==> src/rtl/decoder3_to_8_pipe.sv <==
// Pipelined binary-to-one-hot decoder behind a 2-entry skid buffer (main + skid).
// in_ready comes straight from a flop, so there is no combinational path from out_ready back to in_ready.
module decoder3_to_8_pipe #(
    parameter int width = 8
) (
    input  logic                     clk,
    input  logic                     rst,
    input  logic                     in_valid,
    output logic                     in_ready,
    input  logic [$clog2(width)-1:0] in,
    output logic                     out_valid,
    input  logic                     out_ready,
    output logic [width-1:0]         out,
    output logic                     out_err,
    output logic [15:0]              xfer_cnt
);

    localparam int IW = $clog2(width);

    typedef enum logic [1:0] {
        EMPTY,
        ONE,
        TWO
    } state_e;

    state_e             state_q, state_d;
    logic               in_ready_q, in_ready_d;
    logic [width-1:0]   main_word_q, main_word_d;
    logic               main_err_q, main_err_d;
    logic [width-1:0]   skid_word_q, skid_word_d;
    logic               skid_err_q, skid_err_d;
    logic [15:0]        xfer_cnt_q, xfer_cnt_d;

    logic               in_xfer;
    logic               out_xfer;
    logic [width:0]     dec;

    // Result is {err, one-hot word}; err is set exactly when no output line matched the index.
    function automatic logic [width:0] decode(input logic [IW-1:0] idx);
        logic [width:0] r;
        r = '0;
        for (int i = 0; i < width; i++) begin
            r[i] = (idx == IW'(i));
        end
        r[width] = ~|r[width-1:0];
        return r;
    endfunction

    assign dec       = decode(in);
    assign out_valid = (state_q != EMPTY);
    assign in_ready  = in_ready_q;
    assign out       = main_word_q;
    assign out_err   = main_err_q;
    assign xfer_cnt  = xfer_cnt_q;

    assign in_xfer   = in_valid && in_ready_q;
    assign out_xfer  = out_valid && out_ready;

    always_comb begin
        // NOTE: every signal gets a default first so no path through the case can infer a latch.
        state_d     = state_q;
        main_word_d = main_word_q;
        main_err_d  = main_err_q;
        skid_word_d = skid_word_q;
        skid_err_d  = skid_err_q;

        unique case (state_q)
            EMPTY: begin
                if (in_xfer) begin
                    main_word_d = dec[width-1:0];
                    main_err_d  = dec[width];
                    state_d     = ONE;
                end
            end
            ONE: begin
                if (in_xfer && out_xfer) begin
                    main_word_d = dec[width-1:0];
                    main_err_d  = dec[width];
                end else if (in_xfer) begin
                    skid_word_d = dec[width-1:0];
                    skid_err_d  = dec[width];
                    state_d     = TWO;
                end else if (out_xfer) begin
                    state_d     = EMPTY;
                end
            end
            TWO: begin
                // in_ready is low here, so only the drain from skid into main can happen.
                if (out_xfer) begin
                    main_word_d = skid_word_q;
                    main_err_d  = skid_err_q;
                    state_d     = ONE;
                end
            end
            default: state_d = EMPTY;
        endcase

        in_ready_d = (state_d != TWO);
        xfer_cnt_d = xfer_cnt_q + {15'd0, out_xfer};
    end

    // NOTE: state uses non-blocking assignments so every flop samples pre-edge values.
    // The skid register is reset as well so a mid-operation reset leaves nothing stale behind.
    always_ff @(posedge clk or posedge rst) begin
        if (rst) begin
            state_q     <= EMPTY;
            in_ready_q  <= 1'b0;
            main_word_q <= '0;
            main_err_q  <= 1'b0;
            skid_word_q <= '0;
            skid_err_q  <= 1'b0;
            xfer_cnt_q  <= '0;
        end else begin
            state_q     <= state_d;
            in_ready_q  <= in_ready_d;
            main_word_q <= main_word_d;
            main_err_q  <= main_err_d;
            skid_word_q <= skid_word_d;
            skid_err_q  <= skid_err_d;
            xfer_cnt_q  <= xfer_cnt_d;
        end
    end

endmodule
==> config.mk <==
export PLATFORM = sky130hd
export DESIGN_NAME = decoder3_to_8_pipe
export DESIGN_NICKNAME = d
export VERILOG_FILES = /design/src/rtl/decoder3_to_8_pipe.sv
export SDC_FILE = /design/constraint.sdc
export NUM_CORES = 1
export LEC_CHECK = 0
export BUFFER_PORTS_ARGS = -buffer_cell sky130_fd_sc_hd__clkbuf_2
export CAP_MARGIN = 10
export CORE_UTILIZATION = 40
export DETAILED_ROUTE_END_ITERATION = 6
export PLACE_DENSITY_LB_ADDON = 0.1
export SETUP_SLACK_MARGIN = 0.02
export SYNTH_ARGS = -nofsm -noshare
export SYNTH_HDL_FRONTEND = slang
export SYNTH_SLANG_ARGS = --single-unit
export TNS_END_PERCENT = 10
==> constraint.sdc <==
create_clock -name clk -period 1.9 [get_ports clk]
set_input_delay 0.095 -clock clk [delete_from_list [all_inputs] [get_ports clk]]
set_output_delay 0.095 -clock clk [all_outputs]
set_load 0.05 [all_outputs]
==> flow_summary_export.csv, run 1 <==
group,metric,value,unit
power_and_ir_drop,net_switching_power,1.12,mW
power_and_ir_drop,p_per_area,1340,nW/um2
die,die_area,4580,um2
route,route.detailed.vias_per_inst,5.10,
power_and_ir_drop,internal_power,1.64,mW
global_route,grt_max_degree,38,
setup_path,worstSetupEndpointType,"register",
route,drc_errors,0,
power_and_ir_drop,power.clock.fraction,19.5,%
clock_tree,cts_made_buffers,5,
die,rows,23,
timing,finalClockSkew,5.73,ps
power_and_ir_drop,power.share.combinational,38.9,%
route,via_count,1147,
route,dr.first_iter.drc_count,54,
power_and_ir_drop,cellLeakagePower,1.09,nW
global_route,grt_first_pass_wirelength,5.16,mm
synth,synth_cells,133,
timing,timing.setup.tns,0,ps
die,die_height,67.7,um
global_route,final_global_route_overflow_total,0,
die,design.core.area,4060,um2
synth,number_of_synthesized_flops_with_an_enable_pin,0,
timing,maxSlewHeadroom,64.1,%
global_route,antenna_found_initial,0,
setup_path,reg2reg_to,"xfer_cnt[14]$_DFF_PP0_",
clock_tree,tritoncts,"yes",
setup_path,cp_required,2050,ps
synth,yosys_register_bits,37,
timing,rsz0062_at_grt,"no",
clock_tree,cts.sink_count,37,
synth,ys_dominant_reg_cell,"dfrtp_1",
finish,drive_above_1_share,41.7,%
clock_tree,cts-root-buf,"clkbuf_8",
setup_path,critical_path.reg2reg.startpoint,"state_q[1]$_DFF_PP0_",
global_route,first_global_vias,1099,
timing,final_min_period_over_clock_period,92.1,%
run,drv.max_cap_violation_count,0,
clock_tree,clk_pin_slew,70,ps
min_path,min_path_cells,2,
power_and_ir_drop,seqPwrFrac,41.6,%
finish,nNetsFinal,184,
setup_path,timing.reg2reg.worst_path_depth,7,
route,routed_wirelength,3.14,mm
global_route,global_route.usage.total,15.7,%
synth,synth-seq-area-share,53.7,%
finish,final.fill_count,393,
die,io-pin-count,34,
place,place_hpwl,2.17,mm
die,initial_core_util,42.5,%
clock_tree,clock_path_buffers,2,
place,placed_cells_incl_taps,217,
clock_tree,htree_num_levels,2,
die,die_x,67.7,um
synth,syn_area_per_cell,13.0,um2
run_status,run_status,"finished clean",
timing,report.final.hold_viol_count,0,
place,placer_congestion,0.709,
timing,layout_min_cycle_time,1750,ps
min_path,min_from,"out_ready",
power_and_ir_drop,power_switching_share,40.5,%
setup_path,regToRegSetupSlack,150,ps
synth,ys_types,34,
clock_tree,clk-insertion-delay-late,280,ps
place,port-buffer-count,33,
route,detailedRoute.firstPassIterationCount,4,
setup_path,worst_path_arrival,1900,ps
synth,synthesis.area,1730,um2
route,detail-route-antenna-nets,0,
setup_path,critical_path_maximum_fanout,8,
finish,flow.area_growth_from_synthesis,19.4,%
synth,asyncSetResetFlopFracSynth,100,%
route,drt-wirelength-per-cell,14.0,um
timing,timing_worst_slew_pin_value,539,ps
power_and_ir_drop,vdd_ir_drop_max,0.618,mV
timing,final-max-slew-violation-count,0,
finish,final_cells,225,
finish,finalCoreUtilization,50.8,%
timing,finalSetupViolations,0,
synth,synth-warning-count,0,
synth,syn_nets,142,
timing,achievable-frequency,0.571,GHz
finish,antenna_cells_inserted,0,
setup_path,start_kind,"register",
min_path,timing.hold.worst.class,"input port to register",
setup_path,setup.worst_path.class,"register to register",
min_path,end_point_of_the_most_critical_hold_path,"in_ready$_DFF_PP0_",
==> power groups by stage <==
| stage | sequential [mW] | combinational [mW] | clock [mW] |
|---|---|---|---|
| after floorplan | 1.55 | 0.460 | 0 |
| after global placement | 1.15 | 1.07 | 0 |
| after detailed placement | 1.16 | 1.09 | 0 |
| after CTS | 1.15 | 1.09 | 0.571 |
| after global routing | 1.18 | 1.14 | 0.597 |
| final | 1.15 | 1.07 | 0.537 |
==> flip-flops by register name (all words and copies together) (netlist names) <==
signal / cells
in_ready: 1
skid_err_q: 1
skid_word_q: 8
state_q: 2
out_err: 1
xfer_cnt: 16
out: 8
==> area by class of cell <==
type | instances | area [um2] | share of cell area (%)
multi-input combinational | 90 | 772 | 37.5
clock buffer | 7 | 86.3 | 4.19
tap | 50 | 62.6 | 3.04
sequential | 37 | 927 | 45.0
timing repair buffer | 37 | 198 | 9.59
inverter | 4 | 15.0 | 0.729
==> worst max-delay path by stage <==
stage,from,end,slack [ps],depth (start not counted)
after detailed placement,state_q[1]$_DFF_PP0_,xfer_cnt[14]$_DFF_PP0_,120,7
after CTS,state_q[1]$_DFF_PP0_,xfer_cnt[14]$_DFF_PP0_,120,7
after global routing,state_q[1]$_DFF_PP0_,xfer_cnt[12]$_DFF_PP0_,70,7
after floorplan,in_ready$_DFF_PP0_,skid_word_q[0]$_DFFE_PP0P_,100,3
final,state_q[1]$_DFF_PP0_,xfer_cnt[14]$_DFF_PP0_,150,7
after global placement,state_q[1]$_DFF_PP0_,xfer_cnt[14]$_DFF_PP0_,190,7
==> critical path, stage by stage (launching register included) <==
cell	delay [ps]
dfrtp_2	440
or2_4	240
and2_1	150
ha_1	200
ha_1	230
nand2_1	130
nor4_1	70
xor2_1	150
==> cells in the mapped netlist, drive strengths merged, types with 2 or more instances <==
master	count	area, um2
nor2	4	15.0
dfrtp	37	926
and3b	3	26.3
ha	2	25.0
and2b	2	16.3
nand4	3	25.0
nand3	6	30.0
nor4	4	25.0
o21ai	2	10.0
nor3	4	20.0
nand2	6	22.5
xnor2	3	26.3
nor3b	4	35.0
mux2	24	300
xor2	11	96.3
inv	4	15.0
==> stage by stage <==
stage          instance area, um2  hold slack, ps  total power [mW]  setup WS [ps]
5_1_grt                      2060             153              2.92           71.1
2_1_floorplan                1730             206              2.01            101
3_3_place_gp                 1960             202              2.22            188
4_1_cts                      2060             128              2.81            115
6_report                     2060             138              2.76            149
3_5_place_dp                 1960             218              2.25            125
==> cell usage in the layout, fill, tap and decap left out, types with 2 or more instances in the layout <==
master	synthesis	layout
and3b_1	3	3
mux2_2	16	16
nor2_1	4	4
xor2_1	11	11
nor3_1	4	4
nor3b_1	3	3
clkbuf_2	0	33
xnor2_1	3	3
nor4_1	4	4
mux2_4	8	8
nand3_1	6	6
o21ai_0	2	2
clkbuf_8	0	6
nand2_1	6	6
buf_4	0	3
dfrtp_1	37	36
nand4_1	2	2
ha_1	2	2
inv_1	4	4
==> cell families (layout without fill, tap and decap cells) <==
kind of cell,after synthesis,after routing,share of synthesized area (%)
AO/OA/AOI/OAI,5,5,1.81
XOR/XNOR,14,14,7.11
adder cells (fa/ha/maj),2,2,1.45
buffers and inverters,6,48,1.74
flip-flops,37,37,53.7
multiplexers,25,25,18.0
AND/OR/NAND/NOR,44,44,16.2
==> per-layer routing <==
layer,vias up,global-route usage (%),wire (um)
li1,554,-,-
met1,551,18.5,1430
met2,35,25.4,1470
met3,7,6.08,187
met5,-,0,0
met4,0,6.38,53
==> repair_timing <==
action	4_1_cts	5_1_grt
setup buffers	0	0
setup endpoints to repair	0	2
resized for setup	0	1
hold buffers	1	0
hold endpoints to repair	37	0
Power figures use the tool's default switching activity.
==> run 2: changes to the inputs <==
RECOVER_POWER = 25   (was default)
==> run 2 against run 1 <==
Net effect:
- combinational power about the same
- core utilization decreased by 0.062 points
- cell area decreased by 0.12%
- sequential power about the same
- die area unchanged
- non-clock buffer count unchanged
- maximum frequency decreased by 0.14%
- cell count unchanged
- largest cell class unchanged
==> flow_summary_export.csv, run 2 (synthesis gave the netlist of run 1 again) <==
group,metric,value,unit
global_route,grt_first_pass_wirelength,5.16,mm
power_and_ir_drop,post-layout-total-power,2.76,mW
place,port-buffer-count,33,
setup_path,start_kind,"register",
global_route,antenna_found_initial,0,
finish,antenna_cells_inserted,0,
setup_path,worstSetupEndpointType,"register",
power_and_ir_drop,cellLeakagePower,1.09,nW
timing,timing_worst_slew_pin_value,920,ps
clock_tree,tritoncts,"yes",
finish,largest_register_ff_count,16,
die,design.core.area,4060,um2
die,rows,23,
setup_path,crit_path_max_incr_delay,440,ps
die,die_height,67.7,um
place,placer_congestion,0.709,
timing,maxSlewHeadroom,38.6,%
setup_path,cp_required,2050,ps
min_path,timing.hold.worst.class,"input port to register",
global_route,first_global_vias,1099,
global_route,grt_max_degree,38,
setup_path,max_stage_delay_cell_worst_path,"dfrtp_2",
clock_tree,clk_pin_slew,70,ps
power_and_ir_drop,p_per_area,1340,nW/um2
run_status,run_status,"finished clean",
power_and_ir_drop,vdd_ir_drop_max,0.618,mV
setup_path,setup.worst_path.class,"register to register",
finish,nNetsFinal,184,
die,die_area,4580,um2
clock_tree,cts.sink_count,37,
finish,most-common-layout-cells,"36 x dfrtp_1, 34 x clkbuf_2, 16 x mux2_2",
timing,fin_worst_hold_slack,138,ps
route,route.detailed.vias_per_inst,5.08,
finish,finalCoreUtilization,50.7,%
timing,timing.setup.tns,0,ps
die,initial_core_util,42.5,%
timing,final_min_period_over_clock_period,92.3,%
run,drv.max_cap_violation_count,0,
finish,final.fill_count,394,
timing,report.final.hold_viol_count,0,
finish,drive_above_1_share,41.7,%
route,detailedRoute.firstPassIterationCount,4,
setup_path,critical-path-top-delay-family,"simple AND/OR/NAND/NOR gates",
timing,final-max-slew-violation-count,0,
setup_path,path_buf_inv,0,
setup_path,critical_path_maximum_fanout,8,
timing,finalClockSkew,5.74,ps
clock_tree,clock_path_buffers,2,
die,die_x,67.7,um
timing,finalSetupViolations,0,
finish,final_common_cell,"dfrtp_1",
timing,achievable-frequency,0.570,GHz
setup_path,crit_path_cell_trace,"or2_4 > and2_1 > ha_1 > ha_1 > nand2_1 > nor4_1 > xor2_1",
finish,final_design_area_no_fill,2060,um2
setup_path,cell_with_the_most_instances_on_the_worst_path,"ha_1",
global_route,global_route.usage.total,15.7,%
clock_tree,cts.repair_timing.setup_buffer_count,0,
clock_tree,htree_num_levels,2,
route,drt-wirelength-per-cell,14.0,um
timing,rsz0062_at_grt,"no",
clock_tree,clk-insertion-delay-late,280,ps
place,place_hpwl,2.17,mm
global_route,final_global_route_overflow_total,0,
clock_tree,cts_made_buffers,5,
route,detail-route-antenna-nets,0,
finish,flow.area_growth_from_synthesis,19.3,%
clock_tree,cts-root-buf,"clkbuf_8",
timing,layout_min_cycle_time,1750,ps
route,via_count,1142,
route,dr.first_iter.drc_count,55,
setup_path,worst_path_arrival,1910,ps
die,io-pin-count,34,
place,dpl_cell_area,1960,um2
route,drc_errors,0,
route,routed_wirelength,3.15,mm
run 2: cell types whose count changed in the layout (fill, tap and decap cells not counted), sizes merged:
| cell | change |
|---|---|
| buf | -1 |
| clkbuf | +1 |
run 2: repair_timing:
item	in CTS	in global routing
gates resized for setup	0	1
setup endpoints to repair	0	2
hold endpoints to repair	37	0
hold buffers	1	0
run 2: final cells by class:
| type | instances | area [um2] | area share, % |
|---|---|---|---|
| Clock buffer | 7 | 86.3 | 4.19 |
| Sequential cell | 37 | 927 | 45.0 |
| Multi-Input combinational cell | 90 | 772 | 37.5 |
| Timing Repair Buffer | 37 | 195 | 9.48 |
| Tap cell | 50 | 62.6 | 3.04 |
| Inverter | 4 | 15.0 | 0.729 |
run 2: metrics by stage:
| stage | worst slack, ps | cells |
|---|---|---|
| 2_1_floorplan | 101 | 133 |
| 3_3_place_gp | 188 | 217 |
| 3_5_place_dp | 125 | 217 |
| 4_1_cts | 115 | 225 |
| 5_1_grt | 71.1 | 225 |
| 6_report | 147 | 225 |
run 2: worst reg2reg max path, stage by stage (launching register included):
cell and delay, ps:
dfrtp_2 440, or2_4 240, and2_1 150, ha_1 200
ha_1 240, nand2_1 140, nor4_1 70, xor2_1 150
run 2: worst paths after layout:
kind	from	end	slack, ps	depth (start not counted)
setup / recovery	state_q[1]$_DFF_PP0_	xfer_cnt[14]$_DFF_PP0_	150	7
hold / removal	out_ready	in_ready$_DFF_PP0_	140	2
setup reg to reg	state_q[1]$_DFF_PP0_	xfer_cnt[14]$_DFF_PP0_	150	7
hold reg to reg	xfer_cnt[15]$_DFF_PP0_	xfer_cnt[15]$_DFF_PP0_	470	1
max in group asynchronous	rst	state_q[1]$_DFF_PP0_	640	4
min in group asynchronous	rst	out_err$_DFFE_PP0P_	620	4
run 2: report_power, final:
| group | internal [mW] | total (mW) | switching [mW] |
|---|---|---|---|
| logic | 0.368 | 1.07 | 0.705 |
| registers | 0.984 | 1.15 | 0.163 |
| clock network | 0.287 | 0.537 | 0.250 |
run 2: metal layers:
layer / global-route usage (%) / up-vias / part of all wire, %
met5: 0 / - / 0
met4: 6.38 / 0 / 1.7
met2: 25.4 / 31 / 47
li1: - / 554 / -
met3: 6.08 / 7 / 5.7
met1: 18.5 / 550 / 46
==> run 3: changes to the inputs <==
--- a/config.mk
+++ b/config.mk
@@ -7,2 +7,3 @@
 export LEC_CHECK = 0
+export ABC_AREA = 1
 export BUFFER_PORTS_ARGS = -buffer_cell sky130_fd_sc_hd__clkbuf_2
==> constraint.sdc (replaced) <==
create_clock -name clk -period 1.9 [get_ports clk]
set_input_delay 0.285 -clock clk [delete_from_list [all_inputs] [get_ports clk]]
set_output_delay 0.285 -clock clk [all_outputs]
set_load 0.05 [all_outputs]
==> run 3 against run 2 <==
Net effect:
- maximum frequency increased by 5.5%
- register-to-register slack improved by 90 ps
- sequential power increased by 3%
- power increased by 8.8%
- count of clock-buffer cells in the layout unchanged
- combinational power increased by 17%
- core utilization decreased by 0.80 points
- wire length increased by 10%
- cell area decreased by 0.18%
- non-clock buffer count decreased by 3
- global-route usage increased by 2.1 points
- clock power increased by 4%
- critical path type unchanged
- largest cell class unchanged
==> flow_summary_export.csv, run 3 <==
group,metric,value,unit
power_and_ir_drop,power.clock.fraction,18.6,%
clock_tree,cts.sink_count,37,
finish,nNetsFinal,257,
place,port-buffer-count,33,
synth,synth_top_cells_by_area,"dfrtp_1 53%, nand2_1 17%, inv_1 4.3%",
timing,achievable-frequency,0.602,GHz
route,route.detailed.vias_per_inst,4.72,
finish,largest_register_ff_count,16,
timing,finalClockSkew,5.82,ps
synth,synth-seq-area-share,52.7,%
timing,timing_worst_slew_pin_value,900,ps
die,die_x,68.2,um
finish,final_design_area_no_fill,2050,um2
setup_path,critical_path_maximum_fanout,4,
synth,syn_area_per_cell,8.40,um2
setup_path,timing.reg2reg.worst_path_depth,8,
power_and_ir_drop,net_switching_power,1.40,mW
clock_tree,clk-insertion-delay-late,290,ps
global_route,grt_max_degree,38,
setup_path,worstSetupEndpointType,"register",
die,initial_core_util,42.7,%
route,drc_errors,0,
setup_path,timing.critical_path.from,"state_q[1]$_DFF_PP0_",
synth,synthesis.area,1760,um2
power_and_ir_drop,power.share.combinational,41.6,%
synth,post_synth_fa_ha_maj_area_fraction,1.43,%
synth,netlist.top_cell.by_area,"dfrtp_1",
synth,syn_nets,218,
synth,synth_top_cell_area_share,52.7,%
timing,timing.setup.tns,0,ps
setup_path,reg2reg_to,"xfer_cnt[10]$_DFF_PP0_",
finish,final_cells,298,
global_route,grt_first_pass_wirelength,6.00,mm
finish,drive_above_1_share,22.6,%
clock_tree,cts_made_buffers,5,
synth,fraction_of_synthesized_cell_area_in_xor_and_xnor_cells,3.99,%
synth,synth.most_common_cell,"nand2_1",
setup_path,regToRegSetupSlack,240,ps
power_and_ir_drop,seqPwrFrac,39.8,%
synth,synth_compound_area_share,7.77,%
route,via_count,1408,
finish,flow.area_growth_from_synthesis,17.0,%
clock_tree,cts.repair_timing.setup_buffer_count,0,
route,detailedRoute.firstPassIterationCount,4,
power_and_ir_drop,power_switching_share,46.5,%
synth,simple_gate_portion_of_the_synthesized_area,27.9,%
die,io-pin-count,34,
die,die_height,68.2,um
setup_path,cp_required,2080,ps
power_and_ir_drop,internal_power,1.60,mW
die,design.core.area,4120,um2
synth,main_combinational_cell_family_by_area_after_synthesis,"simple AND/OR/NAND/NOR gates",
timing,finalSetupViolations,0,
place,placer_congestion,0.751,
timing,final-max-slew-violation-count,0,
finish,final_common_cell,"nand2_1",
finish,antenna_cells_inserted,0,
clock_tree,cts-root-buf,"clkbuf_8",
clock_tree,htree_num_levels,2,
place,dpl_cell_area,1970,um2
timing,maxSlewHeadroom,40.0,%
synth,synth.cells.most_frequent,"78 x nand2_1, 37 x dfrtp_1, 20 x inv_1",
power_and_ir_drop,vdd_ir_drop_max,0.768,mV
synth,synth_cells,209,
setup_path,cp-endpoint,"xfer_cnt[10]$_DFF_PP0_",
route,detail-route-antenna-nets,0,
power_and_ir_drop,p_per_area,1460,nW/um2
finish,final.fill_count,431,
synth,number_of_synthesized_flops_with_an_enable_pin,0,
timing,final_min_period_over_clock_period,87.4,%
setup_path,critical_path.reg2reg.startpoint,"state_q[1]$_DFF_PP0_",
power_and_ir_drop,cellLeakagePower,1.07,nW
global_route,global_route.usage.total,17.8,%
synth,ys_types,22,
route,dr.first_iter.drc_count,68,
setup_path,setup.worst_path.class,"register to register",
global_route,first_global_vias,1359,
clock_tree,clk_pin_slew,70,ps
die,rows,23,
setup_path,worst_path_arrival,1840,ps
synth,synth.area.mux_share,0,%
route,drt-wirelength-per-cell,11.6,um
clock_tree,tritoncts,"yes",
timing,report.final.hold_viol_count,0,
synth,synth-warning-count,0,
synth,yosys_register_bits,37,
place,placed_cells_incl_taps,291,
timing,layout_min_cycle_time,1660,ps
run_status,run_status,"finished clean",
die,die_area,4660,um2
finish,most-common-layout-cells,"78 x nand2_1, 37 x dfrtp_1, 34 x clkbuf_2",
global_route,antenna_found_initial,0,
global_route,final_global_route_overflow_total,0,
min_path,timing.hold.worst.class,"input port to async pin",
clock_tree,clock_path_buffers,2,
timing,rsz0062_at_grt,"no",
run,drv.max_cap_violation_count,0,
synth,ys_dominant_reg_cell,"dfrtp_1",
route,routed_wirelength,3.46,mm
synth,asyncSetResetFlopFracSynth,100,%
place,place_hpwl,2.51,mm
setup_path,start_kind,"register",
run 3: stage by stage:
step | hold slack (ps) | setup slack (ps) | power, mW | util [%]
after detailed placement | 407 | 188 | 2.47 | 47.8
after CTS | 93.4 | 165 | 3.04 | 49.9
final | 243 | 239 | 3.00 | 49.9
after global routing | 306 | 59.0 | 3.20 | 49.9
after global placement | 403 | 221 | 2.47 | 47.8
after floorplan | 430 | 132 | 2.19 | -
run 3: logic make-up (layout without fill, tap and decap cells):
group / after synthesis / after routing
simple gates: 119 / 119
flops: 37 / 37
fa+ha+maj: 2 / 2
buf+inv: 24 / 63
compound gates: 19 / 19
xor+xnor: 8 / 8
run 3: power groups by stage:
| stage | combinational (mW) | clock (mW) | sequential [mW] |
|---|---|---|---|
| final | 1.25 | 0.557 | 1.19 |
| after detailed placement | 1.26 | 0 | 1.21 |
| after floorplan | 0.512 | 0 | 1.68 |
| after global routing | 1.36 | 0.608 | 1.23 |
| after global placement | 1.26 | 0 | 1.21 |
| after CTS | 1.27 | 0.578 | 1.20 |
run 3: worst min-delay path by stage:
stage | start | to | slack (ps)
2_1_floorplan | out_ready | out_err$_DFFE_PP0P_ | 430
4_1_cts | rst | xfer_cnt[5]$_DFF_PP0_ | 90
3_5_place_dp | rst | xfer_cnt[0]$_DFF_PP0_ | 410
6_report | rst | state_q[0]$_DFF_PP0_ | 240
3_3_place_gp | rst | in_ready$_DFF_PP0_ | 400
5_1_grt | out_ready | out_err$_DFFE_PP0P_ | 310
run 3: layer usage:
metal / track usage (%) / vias up / wire length (um)
met4: 7.03 / 0 / 40
met5: 0 / - / 0
li1: - / 733 / -
met2: 27.8 / 28 / 1600
met1: 22.3 / 643 / 1680
met3: 6.17 / 4 / 141
run 3: worst max-delay path: stages (launching register included):
cell and delay, ps:
dfrtp_1 410, nor2_1 90, nor2_1 90, ha_1 200, ha_1 190, nand3_1 150
nor2_2 190, nand2_1 80, xor2_1 140
run 3: area by class of cell:
type                       instances  area [um2]  share of cell area [%]
tap                               50        62.6                    3.05
inverter                          22        85.1                    4.14
clock buffer                       7        86.3                    4.20
multi-input combinational        148         724                    35.3
sequential                        37         926                    45.1
timing repair buffer              34         170                    8.28
run 3: what timing repair did:
item | CTS | global route
endpoints found under the setup margin | 0 | 2
resized for setup | 0 | 1
hold buffers | 0 | 0
